===== src/rtl/regfile_writer.sv =====
// Write-back collector: arbitrates ALU/load results into an in-order FIFO and
// drains one register-file write per cycle, publishing a pending-rd scoreboard.
module regfile_writer #(
  parameter int unsigned DEPTH = 4
) (
  input  logic        clock,
  input  logic        RESET,
  input  logic        alu_valid,
  input  logic [4:0]  alu_rd,
  input  logic [31:0] alu_data,
  output logic        alu_ready,
  input  logic        load_valid,
  input  logic [4:0]  load_rd,
  input  logic [31:0] load_data,
  output logic        load_ready,
  input  logic        hold,
  input  logic        flush,
  output logic        WR_EN,
  output logic [4:0]  write_select,
  output logic [31:0] data_in,
  output logic [31:0] pending,
  output logic        idle,
  output logic [31:0] retired
);

  localparam int unsigned AW = $clog2(DEPTH);
  localparam logic [AW:0] FULL_COUNT = (AW+1)'(DEPTH);

  logic [4:0]    rd_q   [DEPTH];
  logic [31:0]   data_q [DEPTH];
  logic [AW-1:0] wr_ptr, rd_ptr, offset;
  logic [AW:0]   count;
  logic          full, empty, take_load, take_alu, push, pop;
  logic [4:0]    push_rd;
  logic [31:0]   push_data;

  assign full  = (count == FULL_COUNT);
  assign empty = (count == '0);

  assign load_ready = !full && !flush;
  assign alu_ready  = !full && !flush && !load_valid;

  assign take_load = load_valid && load_ready;
  assign take_alu  = alu_valid && alu_ready;
  assign push_rd   = take_load ? load_rd   : alu_rd;
  assign push_data = take_load ? load_data : alu_data;

  // x0 results complete the handshake but never occupy a slot.
  assign push = (take_load || take_alu) && (push_rd != 5'd0);
  assign pop  = !hold && !flush && !empty;

  assign idle = empty && !WR_EN;

  always_ff @(posedge clock or posedge RESET) begin
    if (RESET) begin
      wr_ptr       <= '0;
      rd_ptr       <= '0;
      count        <= '0;
      WR_EN        <= 1'b0;
      write_select <= '0;
      data_in      <= '0;
      retired      <= '0;
      for (int unsigned i = 0; i < DEPTH; i++) begin
        rd_q[i]   <= '0;
        data_q[i] <= '0;
      end
    end else if (flush) begin
      wr_ptr <= '0;
      rd_ptr <= '0;
      count  <= '0;
      WR_EN  <= 1'b0;
    end else begin
      if (push) begin
        rd_q[wr_ptr]   <= push_rd;
        data_q[wr_ptr] <= push_data;
        wr_ptr         <= wr_ptr + 1'b1;
      end
      if (pop) begin
        write_select <= rd_q[rd_ptr];
        data_in      <= data_q[rd_ptr];
        rd_ptr       <= rd_ptr + 1'b1;
        retired      <= retired + 32'd1;
      end
      WR_EN <= pop;
      case ({push, pop})
        2'b10:   count <= count + 1'b1;
        2'b01:   count <= count - 1'b1;
        default: count <= count;
      endcase
    end
  end

  // An entry is live when its distance from the head is below the occupancy.
  always_comb begin
    pending = '0;
    offset  = '0;
    for (int unsigned i = 0; i < DEPTH; i++) begin
      offset = AW'(i) - rd_ptr;
      if ({1'b0, offset} < count)
        pending[rd_q[i]] = 1'b1;
    end
    if (WR_EN)
      pending[write_select] = 1'b1;
    pending[0] = 1'b0;
  end

endmodule


===== config.mk =====
export PLATFORM = sky130hd
export DESIGN_NAME = regfile_writer
export DESIGN_NICKNAME = d
export VERILOG_FILES = /design/src/rtl/regfile_writer.sv
export SDC_FILE = /design/constraint.sdc
export NUM_CORES = 1
export LEC_CHECK = 0
export CAP_MARGIN = 20
export CORE_MARGIN = 2
export CORE_UTILIZATION = 29
export CTS_BUF_LIST = sky130_fd_sc_hd__clkbuf_4 sky130_fd_sc_hd__clkbuf_8
export DETAILED_ROUTE_END_ITERATION = 7
export PLACE_DENSITY_LB_ADDON = 0.05
export SYNTH_ARGS = -nofsm -noshare
export SYNTH_HDL_FRONTEND = slang
export SYNTH_SLANG_ARGS = --single-unit
export TNS_END_PERCENT = 30

===== constraint.sdc =====
create_clock -name clock -period 7.48 [get_ports clock]
set_input_delay 1.87 -clock clock [delete_from_list [all_inputs] [get_ports clock]]
set_output_delay 1.87 -clock clock [all_outputs]
set_load 0.005 [all_outputs]

Word level (Yosys, flattened, before mapping)
Cells that the tools add are included.

cells by class
  add/sub/neg operators = 9
  multiply operators = 0
  divide/modulo/power cells = 0
  order comparisons = 17
  equal/unequal tests = 3
  shift operators = 0
  muxes and demuxes = 36
  bitwise gates (word level) = 7
  reduce and logical (&&, ||, !) cells = 28

operator list
  kind                     number
  $mux W32                 9
  $bwmux W128              1
  $or A32 B32 Y32          4
  $bmux W32 S2             1
  $demux W32 S2            1
  $add A32 B1 Y32 const B  1
  $lt A5 B6 Y1 const B     5
  $demux W1 S5             5
  $ge A5 B1 Y1 const B     5
  $bwmux W20               1
  $mux W5                  4
  $logic_and A1 B1 Y1      14
  $lt A2 B3 Y1             4
  $bmux W5 S2              1
  $demux W5 S2             1
  $mux W2                  4
  $ge A3 B3 Y1 const B     2
  $logic_not A1 Y1         6
  $mux W1                  6
  $not A2 Y3               2
  $pmux W3 S2              1
  $reduce_bool A5 Y1       1
  $add A2 B1 Y2 const B    2
  $reduce_and A2 Y1        2
  other kinds (14)         17

word-level totals
  register bits = 225
  latch bits = 0
  memory bits (writable) = 0
  memory bits (read-only) = 0
  bits of input ports = 80
  output and inout bits = 105
  logic and storage cells = 115
  memories = 0

Logic depth before layout (Yosys ltp)
Gate-level depths: netlist (run 1).

  word-level depth = 13
  depth in mapped cells = 11
  mapped depth without buffers = 9

Worst setup path before layout (run 1)
Ideal clock, no wire load.

  path type = register -> output
  from = register rd_ptr[1]
  to = output port pending[3]
  data arrival time = 2,719 ps
  required time = 5,610 ps
  setup slack = 2,891 ps
  stages on the path, launching flop included = 11
  path buffers = 3
  cell sequence = dfrtp_1 -> buf_1 -> clkbuf_1 -> xnor2_1 -> inv_1 -> ha_1 -> a21oi_1 -> o21bai_1 -> buf_2 -> o32ai_1 -> or3_1

on the way
  word-level cells in the longest chain between the ends = 11
  elaborated cells on any way between the ends = 17
  those cells by class = 4 x add/sub; 4 x order compare; 5 x mux; 4 x bitwise

RTL lines
  item                       line  text
  start: declaration         31    logic [AW-1:0] wr_ptr, rd_ptr, offset;
  start signal: assignment   81    rd_ptr <= rd_ptr + 1'b1;
  $sub A1 B2 Y2              98    offset = AW'(i) - rd_ptr;
  $lt A2 B3 Y1               99    if ({1'b0, offset} < count)
  $mux W32                   99
  $or A32 B32 Y32 (no line)  --
  $mux W32                   99
  $or A32 B32 Y32 (no line)  --
  $mux W32                   99
  $or A32 B32 Y32 (no line)  --
  $mux W32 *                 99
  $or A32 B32 Y32 (no line)  --
  $mux W32 *                 102   if (WR_EN)
  end: declaration           21    output logic [31:0] pending,

Mark *: on every way between the ends. The rest lies on a longest branch, timed or not.

Worst setup path in the final report (run 1)
  from = register rd_ptr[1]
  to = output port pending[29]

The elaborated chain is that of the path after synthesis.

==> key figures, run 1 <==
Global routing
  • Met2 Resource Use GR: 26.8%
  • Most used routing layer: met2
  • Grt total ovfl: 0
  • Global-route met1 utilization: 23.2%
  • Global-route track usage on met3: 3.37%
  • Global routing usage summed across all routing layers: 17.0%
  • Maximum number of pins on one net before global-route repair: 103
  • Number of global-route vias before repair: 9383
  • First-pass GRT wire length: 54700 um
  • Antenna violations before repair: 0

Clock tree
  • # hold bufs at CTS: 0
  • Root cell of the clock tree: sky130_fd_sc_hd__clkbuf_8
  • Number of gates resized after CTS: 0
  • Max clock buf depth: 3
  • Sinks on the clock net: 225
  • H-tree depth: 2
  • Number of setup buffers added after CTS: 0
  • Clock tree from TritonCTS: done
  • Clock-pin slew of the registers on the worst-case setup and hold paths: 0.06 ns
  • Insertion delay of the later-clocked pin in the worst-skew pair: 0.56 ns
  • Number of clock buffers inserted by TritonCTS: 41

Route
  • Average wire per cell in the routed design: 19.0 um
  • Via-per-instance ratio: 4.99
  • Detailed-route DRC error count: 0
  • First-pass iteration count of the detailed router: 5
  • Residual antenna-violating net count after detailed routing: 0
  • Vias: 9025
  • Wire length reported by the detailed router: 34400 um
  • Detailed router's first-iteration violation count: 483

Cells and area
  • Number of filler cells placed in the layout: 3910
  • Layout Nets: 1356
  • Post-layout instance count excluding filler cells: 1810
  • Fraction of layout instances using a drive strength above 1: 14.0%
  • Number of antenna diodes: 0
  • Layout area overhead: 27.9%

Setup path
  • Arrival time at the worst endpoint: 3.90 ns
  • Sort of element at the end of the critical path: primary output
  • Data required time at the worst endpoint: 5.61 ns
  • Setup Crit Path Kind: reg -> out
  • Element type at the critical path start: register
  • Crit path max fanout: 18

Die
  • Core box area: 38800 um2
  • Die area: 41100 um2
  • Die width: 203 um
  • Initial cell density of the core: 29.5%
  • Die Y: 203 um
  • Num ports: 185
  • Cell row count: 72

Synth
  • Number of distinct library cells after synthesis: 59
  • Cell area after technology mapping: 11500 um2
  • Post-synth top area share: 49.1%
  • Synth Area in Simple Gates: 16.4%
  • Biggest area contributors in the synthesized netlist: sky130_fd_sc_hd__dfrtp_1 (49%), sky130_fd_sc_hd__mux4_2 (7.3%), sky130_fd_sc_hd__a21oi_1 (6.7%)
  • Multiplexer fraction of the synthesized cell area: 14.4%
  • Share of the synthesized area in compound gates (AO/OA/AOI/OAI): 12.2%
  • Dominant combinational cell family by area after synthesis: simple AND/OR/NAND/NOR gates
  • Share of the yosys chip area belonging to registers: 49.1%
  • Prevailing post-synth register cell: sky130_fd_sc_hd__dfrtp_1
  • Number of warnings printed during yosys synthesis: 0
  • Average cell area after synthesis: 10.4 um2
  • Proportion of register bits with asynchronous set or reset after synthesis: 100%
  • Number of nets in the synthesized netlist: 1194
  • XOR/XNOR Fraction of Synth Area: 2.80%
  • Cell type contributing the most total cell area after synthesis: sky130_fd_sc_hd__dfrtp_1
  • Area share of fa/ha/maj cells after synthesis: 1.16%
  • EDFF count, synth: 0
  • FF+latch count, synth: 225
  • Post-synthesis instance total: 1104

Placement
  • Final weighted congestion of routability-driven global placement: 0.912
  • Number of cells in the design after placement: 1741
  • Input/output buffers: 183
  • Detailed Place HPWL: 23200 um

Power and ir drop
  • Peak supply drop: 146 uV
  • Static leakage: 5.83 nW
  • Power after layout: 5.61 mW
  • Power per cell area: 383 nW/um2

STA
  • Unrepaired setup endpoints after global routing: false
  • Max Slew Vio Count: 0
  • Tightest Pin Transition: 1.02 ns
  • Portion of the clock cycle consumed by the worst path in the final layout: 77.2%
  • Fin. Hold Viols: 0
  • Final worst clock skew: 0.0305 ns
  • Achievable Freq: 173 MHz
  • Worst relative slew slack: 31.4%
  • Setup TNS Final: 0 ns
  • Final period demand of the worst path: 5.77 ns
  • Number of setup violations in the final report: 0

Job
  • Max-cap violation count: 0

Hold path
  • Hold/Removal Path Class: reg -> reg

Status
  • Result of the run: completed
[logic make-up (layout without fill, tap and decap cells)]
| kind of cell | count (synthesis) | after routing |
|---|---|---|
| other cells | 1 | 1 |
| buf+inv | 94 | 282 |
| simple gates | 389 | 389 |
| flops | 225 | 225 |
| fa+ha+maj | 10 | 10 |
| mux | 114 | 114 |
| xor+xnor | 35 | 35 |
| compound gates | 236 | 236 |
[metal layers]
layer	part of all wire, %	up-vias
met4	2.5	0
met2	46	300
met1	46	4371
li1	-	4292
met5	0	-
met3	6.1	62
[path summary, 6_finish.rpt]
kind	from	to	slack, ns	depth (start not counted)
setup / recovery	rd_ptr[1]$_DFFE_PP0P_	pending[29]	1.71	7
hold / removal	retired[31]$_DFFE_PP0P_	retired[31]$_DFFE_PP0P_	0.47	1
setup reg to reg	count[2]$_DFFE_PP0P_	count[2]$_DFFE_PP0P_	3.98	9
hold reg to reg	retired[31]$_DFFE_PP0P_	retired[31]$_DFFE_PP0P_	0.47	1
max in group asynchronous	RESET	data_q[107]$_DFFE_PP0P_	4.01	4
min in group asynchronous	RESET	data_q[72]$_DFFE_PP0P_	1.66	2
[registers in the layout, indices dropped and copies added, names as in the netlist]
name and flops:
wr_ptr 2, retired 32, rd_q 20, rd_ptr 2, data_q 128, WR_EN 1, data_in 32, count 3
write_select 5
[layout make-up]
type | count | area (um2) | area share (%)
clock buffers | 65 | 813 | 5.55
flip-flops and latches | 225 | 5640 | 38.5
clock inverters | 4 | 83.8 | 0.572
repair buffers | 200 | 1970 | 13.5
inverters | 13 | 52.6 | 0.359
well taps | 518 | 648 | 4.42
multi-input cells | 785 | 5450 | 37.2
[critical path, stage by stage (launching register included)]
cell and delay (ns):
sky130_fd_sc_hd__dfrtp_2 0.72, sky130_fd_sc_hd__xnor2_1 0.16, sky130_fd_sc_hd__ha_1 0.30, sky130_fd_sc_hd__a21oi_1 0.19, sky130_fd_sc_hd__o21ai_1 0.85, sky130_fd_sc_hd__nor3_1 0.14
sky130_fd_sc_hd__or4_1 0.54, sky130_fd_sc_hd__clkdlybuf4s50_1 0.47
[synth_stat cells (2+ instances only)]
cell type,n
sky130_fd_sc_hd__xnor2_1,29
sky130_fd_sc_hd__o21ai_1,2
sky130_fd_sc_hd__buf_6,3
sky130_fd_sc_hd__inv_1,13
sky130_fd_sc_hd__o22ai_1,24
sky130_fd_sc_hd__or2_2,5
sky130_fd_sc_hd__dfrtp_1,225
sky130_fd_sc_hd__nor3_1,25
sky130_fd_sc_hd__and3_1,9
sky130_fd_sc_hd__ha_1,9
sky130_fd_sc_hd__o31ai_1,3
sky130_fd_sc_hd__and4_1,7
sky130_fd_sc_hd__and2_1,5
sky130_fd_sc_hd__mux2i_1,38
sky130_fd_sc_hd__nor2b_1,8
sky130_fd_sc_hd__nand2b_1,13
sky130_fd_sc_hd__o21bai_1,4
sky130_fd_sc_hd__mux4_2,37
sky130_fd_sc_hd__buf_4,6
sky130_fd_sc_hd__clkbuf_1,31
sky130_fd_sc_hd__nand3_1,24
sky130_fd_sc_hd__xor2_1,5
sky130_fd_sc_hd__buf_1,8
sky130_fd_sc_hd__nor4b_1,2
sky130_fd_sc_hd__nor4_1,7
sky130_fd_sc_hd__or4_1,10
sky130_fd_sc_hd__nor3b_1,5
sky130_fd_sc_hd__nand4_1,4
sky130_fd_sc_hd__nor2_1,185
sky130_fd_sc_hd__o21ai_0,10
sky130_fd_sc_hd__o211ai_1,6
sky130_fd_sc_hd__o2111ai_1,2
sky130_fd_sc_hd__o32ai_1,16
sky130_fd_sc_hd__buf_2,32
sky130_fd_sc_hd__nand2_1,45
sky130_fd_sc_hd__a2111oi_2,4
sky130_fd_sc_hd__a211o_1,4
sky130_fd_sc_hd__a21oi_1,153
sky130_fd_sc_hd__nand3b_1,7
sky130_fd_sc_hd__or3_1,21
sky130_fd_sc_hd__or3b_2,2
sky130_fd_sc_hd__mux2_2,39
[through the flow]
step                      util, %  cell area (um2)  setup WS (ns)  hold WS (ns)
after floorplan                 -            11500           2.67         0.468
after global placement       35.4            13800           2.22         0.464
after detailed placement     35.4            13800           2.16         0.470
after CTS                    37.7            14700           1.70         0.478
after global routing         37.7            14700           1.49         0.508
final                        37.7            14700           1.71         0.472
[power by group]
part           total [mW]  switching [mW]  internal [mW]
logic                2.10            1.04           1.06
clock network        1.27           0.518          0.755
registers            2.23           0.481           1.75
total                5.61            2.04           3.57
[placed cells by master, fill, tap and decap left out, drive strengths merged, types with 8 or more instances in the layout]
| cell | synthesis | layout |
|---|---|---|
| dfrtp | 225 | 225 |
| nor2 | 185 | 185 |
| clkdlybuf4s50 | 0 | 183 |
| a21oi | 153 | 153 |
| clkbuf | 32 | 65 |
| nand2 | 45 | 45 |
| mux2 | 39 | 39 |
| mux2i | 38 | 38 |
| mux4 | 37 | 37 |
| xnor2 | 29 | 29 |
| nor3 | 25 | 25 |
| nand3 | 24 | 24 |
| o22ai | 24 | 24 |
| or3 | 21 | 21 |
| buf | 49 | 17 |
| o32ai | 16 | 16 |
| nand2b | 13 | 13 |
| inv | 13 | 12 |
| o21ai | 12 | 12 |
| or4 | 10 | 10 |
| and3 | 9 | 9 |
| ha | 9 | 9 |
| nor2b | 8 | 8 |
Note: power is estimated with default switching activity, not from simulation.
==> run 2, diff against run 1 <==
clock period = 5.6 ns   (was 7.48 ns; I/O delays follow)
==> run 2 against run 1 <==
  * Routed wire length decreased by 0.46%
  * Design area rose by 0.44%
  * Non-clock buffer count up 2
  * Cell count is 0.39% higher
  * Critical path type unchanged
  * Clock skew fell by 0.00068 ns
  * Worst setup slack worse by 1.2 ns
  * Hold slack improved by 0.0029 ns
  * Sequential power is 32% higher
  * Clock power increased by 35%
==> key figures, run 2 (same netlist as run 1, synthesis figures left out) <==
STA
  • Achievable Freq: 195 MHz
  • Tightest Pin Transition: 0.903 ns (-0.120 ns)
  • Number of setup violations in the final report: 0 (unchanged)
  • Max Slew Vio Count: 0 (unchanged)
  • Fin. Hold Viols: 0 (unchanged)
  • Unrepaired setup endpoints after global routing: false
  • Final period demand of the worst path: 5.12 ns
  • Worst relative slew slack: 39.4% (+8.0 points)
  • Final worst clock skew: 0.0298 ns (-0.000676 ns)
  • Setup TNS Final: 0 ns (unchanged)
  • Portion of the clock cycle consumed by the worst path in the final layout: 91.4%

Cells and area
  • Number of flip-flops under the largest register name: 128 (unchanged)
  • Commonest non-fill, non-tap cell in the layout: sky130_fd_sc_hd__dfrtp_1
  • Fraction of layout instances using a drive strength above 1: 14.5% (+0.46 points)
  • Register with the most flip-flops: data_q
  • Number of antenna diodes: 0 (unchanged)
  • Layout area overhead: 28.5%
  • Layout Nets: 1359 (+0.22%)
  • Number of filler cells placed in the layout: 3900 (-0.26%)
  • Layout Cell Area excl Fill: 14700 um2 (+0.44%)
  • Most used cells in the layout excluding fill and tap cells: sky130_fd_sc_hd__dfrtp_1 (223), sky130_fd_sc_hd__nor2_1 (185), sky130_fd_sc_hd__clkdlybuf4s50_1 (183)
  • Top flop regs: data_q (128), data_in (32), retired (32)

Placement
  • Placement Cell Area: 13800 um2 (+0.20%)
  • Input/output buffers: 183 (unchanged)
  • Final weighted congestion of routability-driven global placement: 0.916 (+0.45%)
  • Detailed Place HPWL: 23000 um (-0.95%)

Route
  • Vias: 9162 (+1.5%)
  • Detailed router's first-iteration violation count: 520 (+7.7%)
  • Detailed-route DRC error count: 0 (unchanged)
  • First-pass iteration count of the detailed router: 5 (unchanged)
  • Residual antenna-violating net count after detailed routing: 0 (unchanged)
  • Average wire per cell in the routed design: 18.9 um (-0.85%)
  • Wire length reported by the detailed router: 34300 um (-0.46%)
  • Via-per-instance ratio: 5.04 (+1.1%)

Clock tree
  • Number of gates resized after CTS: 0 (unchanged)
  • Sinks on the clock net: 225 (unchanged)
  • Number of setup buffers added after CTS: 0 (unchanged)
  • Clock-pin slew of the registers on the worst-case setup and hold paths: 0.06 ns (about the same)
  • Number of clock buffers inserted by TritonCTS: 42 (+2.4%)
  • Clock tree from TritonCTS: done
  • # hold bufs at CTS: 0 (unchanged)
  • Insertion delay of the later-clocked pin in the worst-skew pair: 0.57 ns (about the same)
  • Root cell of the clock tree: sky130_fd_sc_hd__clkbuf_8
  • H-tree depth: 2 (unchanged)
  • Max clock buf depth: 3 (unchanged)

Setup path
  • CP bufs+invs: 1 (unchanged)
  • Library cell contributing the largest single delay on the critical path: sky130_fd_sc_hd__o21ai_1
  • Data required time at the worst endpoint: 4.20 ns (-1.41 ns)
  • Cell chain of the critical path: xnor2_1 > ha_1 > a21oi_1 > o21ai_1 > nor3_1 > or4_1 > clkdlybuf4s50_1
  • Setup Crit Path Kind: reg -> out
  • Sort of element at the end of the critical path: primary output
  • Largest delay share family, worst path: compound AO/OA/AOI/OAI gates
  • Crit path max fanout: 16 (-2)
  • Element type at the critical path start: register
  • Max incr delay on CP: 0.76 ns (-0.09 ns)
  • Arrival time at the worst endpoint: 3.72 ns (-0.18 ns)

Job
  • Max-cap violation count: 0 (unchanged)

Global routing
  • Number of global-route vias before repair: 9278 (-1.1%)
  • Antenna violations before repair: 0 (unchanged)
  • Grt total ovfl: 0 (unchanged)
  • Global routing usage summed across all routing layers: 16.7% (-0.22 points)
  • First-pass GRT wire length: 53900 um (-1.3%)
  • Maximum number of pins on one net before global-route repair: 80 (-22%)

Die
  • Core box area: 38800 um2 (unchanged)
  • Die area: 41100 um2 (unchanged)
  • Die width: 203 um (unchanged)
  • Cell row count: 72 (unchanged)
  • Die Y: 203 um (unchanged)
  • Num ports: 185 (unchanged)
  • Initial cell density of the core: 29.5% (unchanged)

Power and ir drop
  • Static leakage: 5.87 nW (+0.70%)
  • Power per cell area: 510 nW/um2 (+33%)
  • Peak supply drop: 203 uV (+39%)

Hold path
  • Hold/Removal Path Class: reg -> reg

Status
  • Result of the run: completed
run 2: worst paths after layout:
check,startpoint,to,slack (ns),cells past startpoint
setup / recovery,rd_ptr[1]$_DFFE_PP0P_,pending[29],0.48,7
hold / removal,retired[31]$_DFFE_PP0P_,retired[31]$_DFFE_PP0P_,0.47,1
setup reg to reg,count[2]$_DFFE_PP0P_,count[2]$_DFFE_PP0P_,2.15,9
hold reg to reg,retired[31]$_DFFE_PP0P_,retired[31]$_DFFE_PP0P_,0.47,1
max in group asynchronous,RESET,count[1]$_DFFE_PP0P_,3.37,3
min in group asynchronous,RESET,data_in[2]$_DFFE_PP0P_,1.31,2
run 2: report_power, final:
part           internal, mW  switching [mW]  leakage [nW]
Combinational          1.42            1.42          2.77
Clock                  1.00           0.709         0.496
Sequential             2.34           0.609          2.60
Total                  4.76            2.74          5.87
run 2: cell type report:
class	instances	area (um2)	share of cell area, %
Inverter	13	52.6	0.357
Timing Repair Buffer	202	2000	13.6
Sequential cell	225	5640	38.3
Tap cell	518	648	4.40
Clock inverter	6	48.8	0.331
Multi-Input combinational cell	785	5450	37.0
Clock buffer	68	886	6.02
run 2: through the flow:
stage	util (%)	setup WS, ns	power [mW]	std cells	hold slack, ns
2_1_floorplan	-	1.26	4.62	1104	0.468
3_5_place_dp	35.5	1.06	5.83	1743	0.470
4_1_cts	37.9	0.449	7.60	1817	0.478
6_report	37.9	0.479	7.50	1817	0.475
5_1_grt	37.9	0.299	8.05	1817	0.506
3_3_place_gp	35.5	0.979	5.83	1743	0.460
run 2: per-layer routing:
metal / vias up / wire, um / global-route usage [%]
met2: 333 / 15800 / 26.8
met1: 4428 / 15500 / 22.8
met5: - / 0 / 0
met4: 0 / 914 / 5.79
met3: 89 / 2100 / 3.15
li1: 4312 / - / -
run 2: worst reg2reg max path, cell delays in order (launching register included):
cell                       delay (ns)
sky130_fd_sc_hd__dfrtp_1         0.79
sky130_fd_sc_hd__nor3b_2         0.58
sky130_fd_sc_hd__nor4b_4         0.19
sky130_fd_sc_hd__a211oi_2        0.50
sky130_fd_sc_hd__nor2b_1         0.13
sky130_fd_sc_hd__fa_1            0.48
sky130_fd_sc_hd__nor3_1          0.21
sky130_fd_sc_hd__a21oi_1         0.05
sky130_fd_sc_hd__or2_2           0.29
sky130_fd_sc_hd__a31oi_1         0.15
==> RTL edit, RTL diff (settings of run 2) <==
`DEPTH`: 4 -> 8.
--- a/src/rtl/regfile_writer.sv
+++ b/src/rtl/regfile_writer.sv
@@ -1,7 +1,7 @@
 // Write-back collector: arbitrates ALU/load results into an in-order FIFO and
 // drains one register-file write per cycle, publishing a pending-rd scoreboard.
 module regfile_writer #(
-  parameter int unsigned DEPTH = 4
+  parameter int unsigned DEPTH = 8
 ) (
   input  logic        clock,
   input  logic        RESET,
Check against the original RTL: same outputs for any inputs over 4 cycles, from zero or initial values and one cycle with RESET high; that may be too few to reach the edited logic, so the function may still have changed.
==> RTL edit against run 2 <==
Total power up 66%; cell area up 64%; hold slack worse by 1.1 ps; clock skew up 26 ps; synthesized area up 72%; non-clock buffer count up 36; sequential cell count up 151; first-iteration DRC count up 99%; register-to-register slack worse by 30 ps; combinational power up 79%; wire length up 110%; setup slack worse by 250 ps; largest power group is now combinational logic.
==> RTL edit: results (changes against run 2) <==
INFO  layout         layout-drive-gt1-share=9.70% [-4.8 points]
INFO  timing         skew=56.2ps [+26.3 ps]
INFO  setup_path     crit-reg2reg-launch=count[3]$_DFFE_PP0P_
INFO  yosys          yosys.area.top_type_share=47.8% [-1.3 points]
INFO  grt            grt_antenna_before_repair=1 [+1]
INFO  cts            clkLatencyLatePin=660ps [+90 ps]
INFO  timing         worst_hold_slack=473ps [-1.11 ps]
INFO  grt            aggregate_global_route_resource_usage=20.8% [+4.1 points]
INFO  setup_path     cp_slowest_stage_delay=550ps [-210 ps]
INFO  cts            numCtsBuffers=73 [+74%]
INFO  route          routed_wl=72.8mm [+110%]
INFO  power_and_ir_drop power_leakage=9.54nW [+63%]
INFO  yosys          compound_cell_area_share_of_the_yosys_netlist=17.2% [+5.0 points]
INFO  grt            grt_first_pass_wirelength=111mm [+110%]
INFO  setup_path     rr_worst_depth=11 [+2]
INFO  power_and_ir_drop cellInternalPower=0.00743W [+56%]
INFO  yosys          synth_mux_area_share=9.60% [-4.8 points]
INFO  grt            pin_count_of_the_biggest_net_entering_global_routing=119 [+49%]
INFO  power_and_ir_drop power.share.combinational=40.9% [+3.0 points]
INFO  yosys          post_synth_xor_area_fraction=1.65% [-1.1 points]
INFO  timing         slew_headroom=22.8% [-17 points]
INFO  yosys          synthesis.yosys.warnings=0 [unchanged]
INFO  yosys          synthAdderAreaFrac=1.25% [+0.089 points]
INFO  setup_path     crit_slowest_cell=dfrtp_1
INFO  setup_path     ff2ff_setup_slack=2120ps [-30 ps]
INFO  setup_path     r2r-end=count[3]$_DFFE_PP0P_
INFO  yosys          synth_area_leaders=dfrtp_1 (48%), mux2i_1 (9.3%), a21oi_1 (8.7%), nor2_1 (8.5%), o22ai_1 (3.1%)
INFO  power_and_ir_drop power_frac_seq=35.6% [-3.7 points]
INFO  setup_path     critPathMaxFanout=12 [-4]
INFO  yosys          post_synth_most_frequent_cells=nor2_1 (447), dfrtp_1 (376), a21oi_1 (342), mux2i_1 (182), o22ai_1 (96)
INFO  cts            clock_tree.htree_level_count=3 [+1]
INFO  layout         reg.largest.list=data_q: 256 flops, rd_q: 40 flops
INFO  grt            first_global_vias=17241 [+86%]
INFO  yosys          synth.yosys.seq_area_share=47.8% [-1.3 points]
INFO  run_status     run_status=finished clean
INFO  route          initialDrtViolationCount=1034 [+99%]
INFO  placement      place_congestion=0.943 [+3.0%]
INFO  yosys          net_count_of_the_mapped_netlist=2270 [+90%]
INFO  yosys          synth_cell_type_count=64 [+8.5%]
INFO  setup_path     worst-endpoint-arrival=3970ps [+250 ps]
INFO  power_and_ir_drop vdd.ir_drop.worst=0.337mV [+66%]
INFO  placement      place.detailed.hpwl=48.3mm [+110%]
==> RTL edit: layout make-up <==
cell class	count	area (µm²)
inverters	23	90.1
fillers	6751	43100
clock buffers	117	1460
repair buffers	238	2370
multi-input cells	1598	9550
flip-flops and latches	376	9410
diodes	1	2.50
well taps	873	1090
clock inverters	10	118
==> RTL edit: layer usage <==
metal / GRT usage [%] / share of wire, % / vias to the layer above
met5: 0 / 0.018 / -
met1: 27.8 / 45 / 8516
met2: 34.0 / 47 / 458
met3: 3.79 / 4.8 / 110
li1: - / - / 8043
met4: 6.93 / 2.7 / 2
==> RTL edit: worst max-delay path by stage <==
stage	startpoint	slack, ps	cells past startpoint	end
final	rd_ptr[1]$_DFFE_PP0P_	230	8	pending[3]
after floorplan	RESET	-850	1	WR_EN$_DFF_PP0_
after detailed placement	load_rd[0]	730	12	count[3]$_DFFE_PP0P_
after global routing	rd_ptr[1]$_DFFE_PP0P_	6	8	pending[19]
after global placement	rd_ptr[1]$_DFFE_PP0P_	570	11	pending[1]
after CTS	rd_ptr[1]$_DFFE_PP0P_	50	8	pending[19]
==> RTL edit: worst max-delay path: cells and delay by family, from the launching register on <==
kind | cells | cell delay [ps]
AOI/OAI and AO/OA | 3 | 1240
buffers and inverters | 2 | 680
DFF | 1 | 550
and+or+nand+nor | 2 | 530
adders and majority gates | 1 | 330
==> RTL edit: metrics by stage <==
stage,setup WS (ps),power [W],instance area [µm²],std cells
after floorplan,-850,0.00728,19700,2171
after detailed placement,728,0.00952,22500,3107
after global placement,569,0.00947,22500,3106
after CTS,53.8,0.0125,24000,3234
final,229,0.0124,24100,3236
after global routing,5.95,0.0133,24100,3235
==> RTL edit: timing repair <==
action | in CTS | in global routing
setup buffers | 0 | 0
gates resized for setup | 0 | 9
hold buffers | 0 | 0
endpoints found under the setup margin | 0 | 18
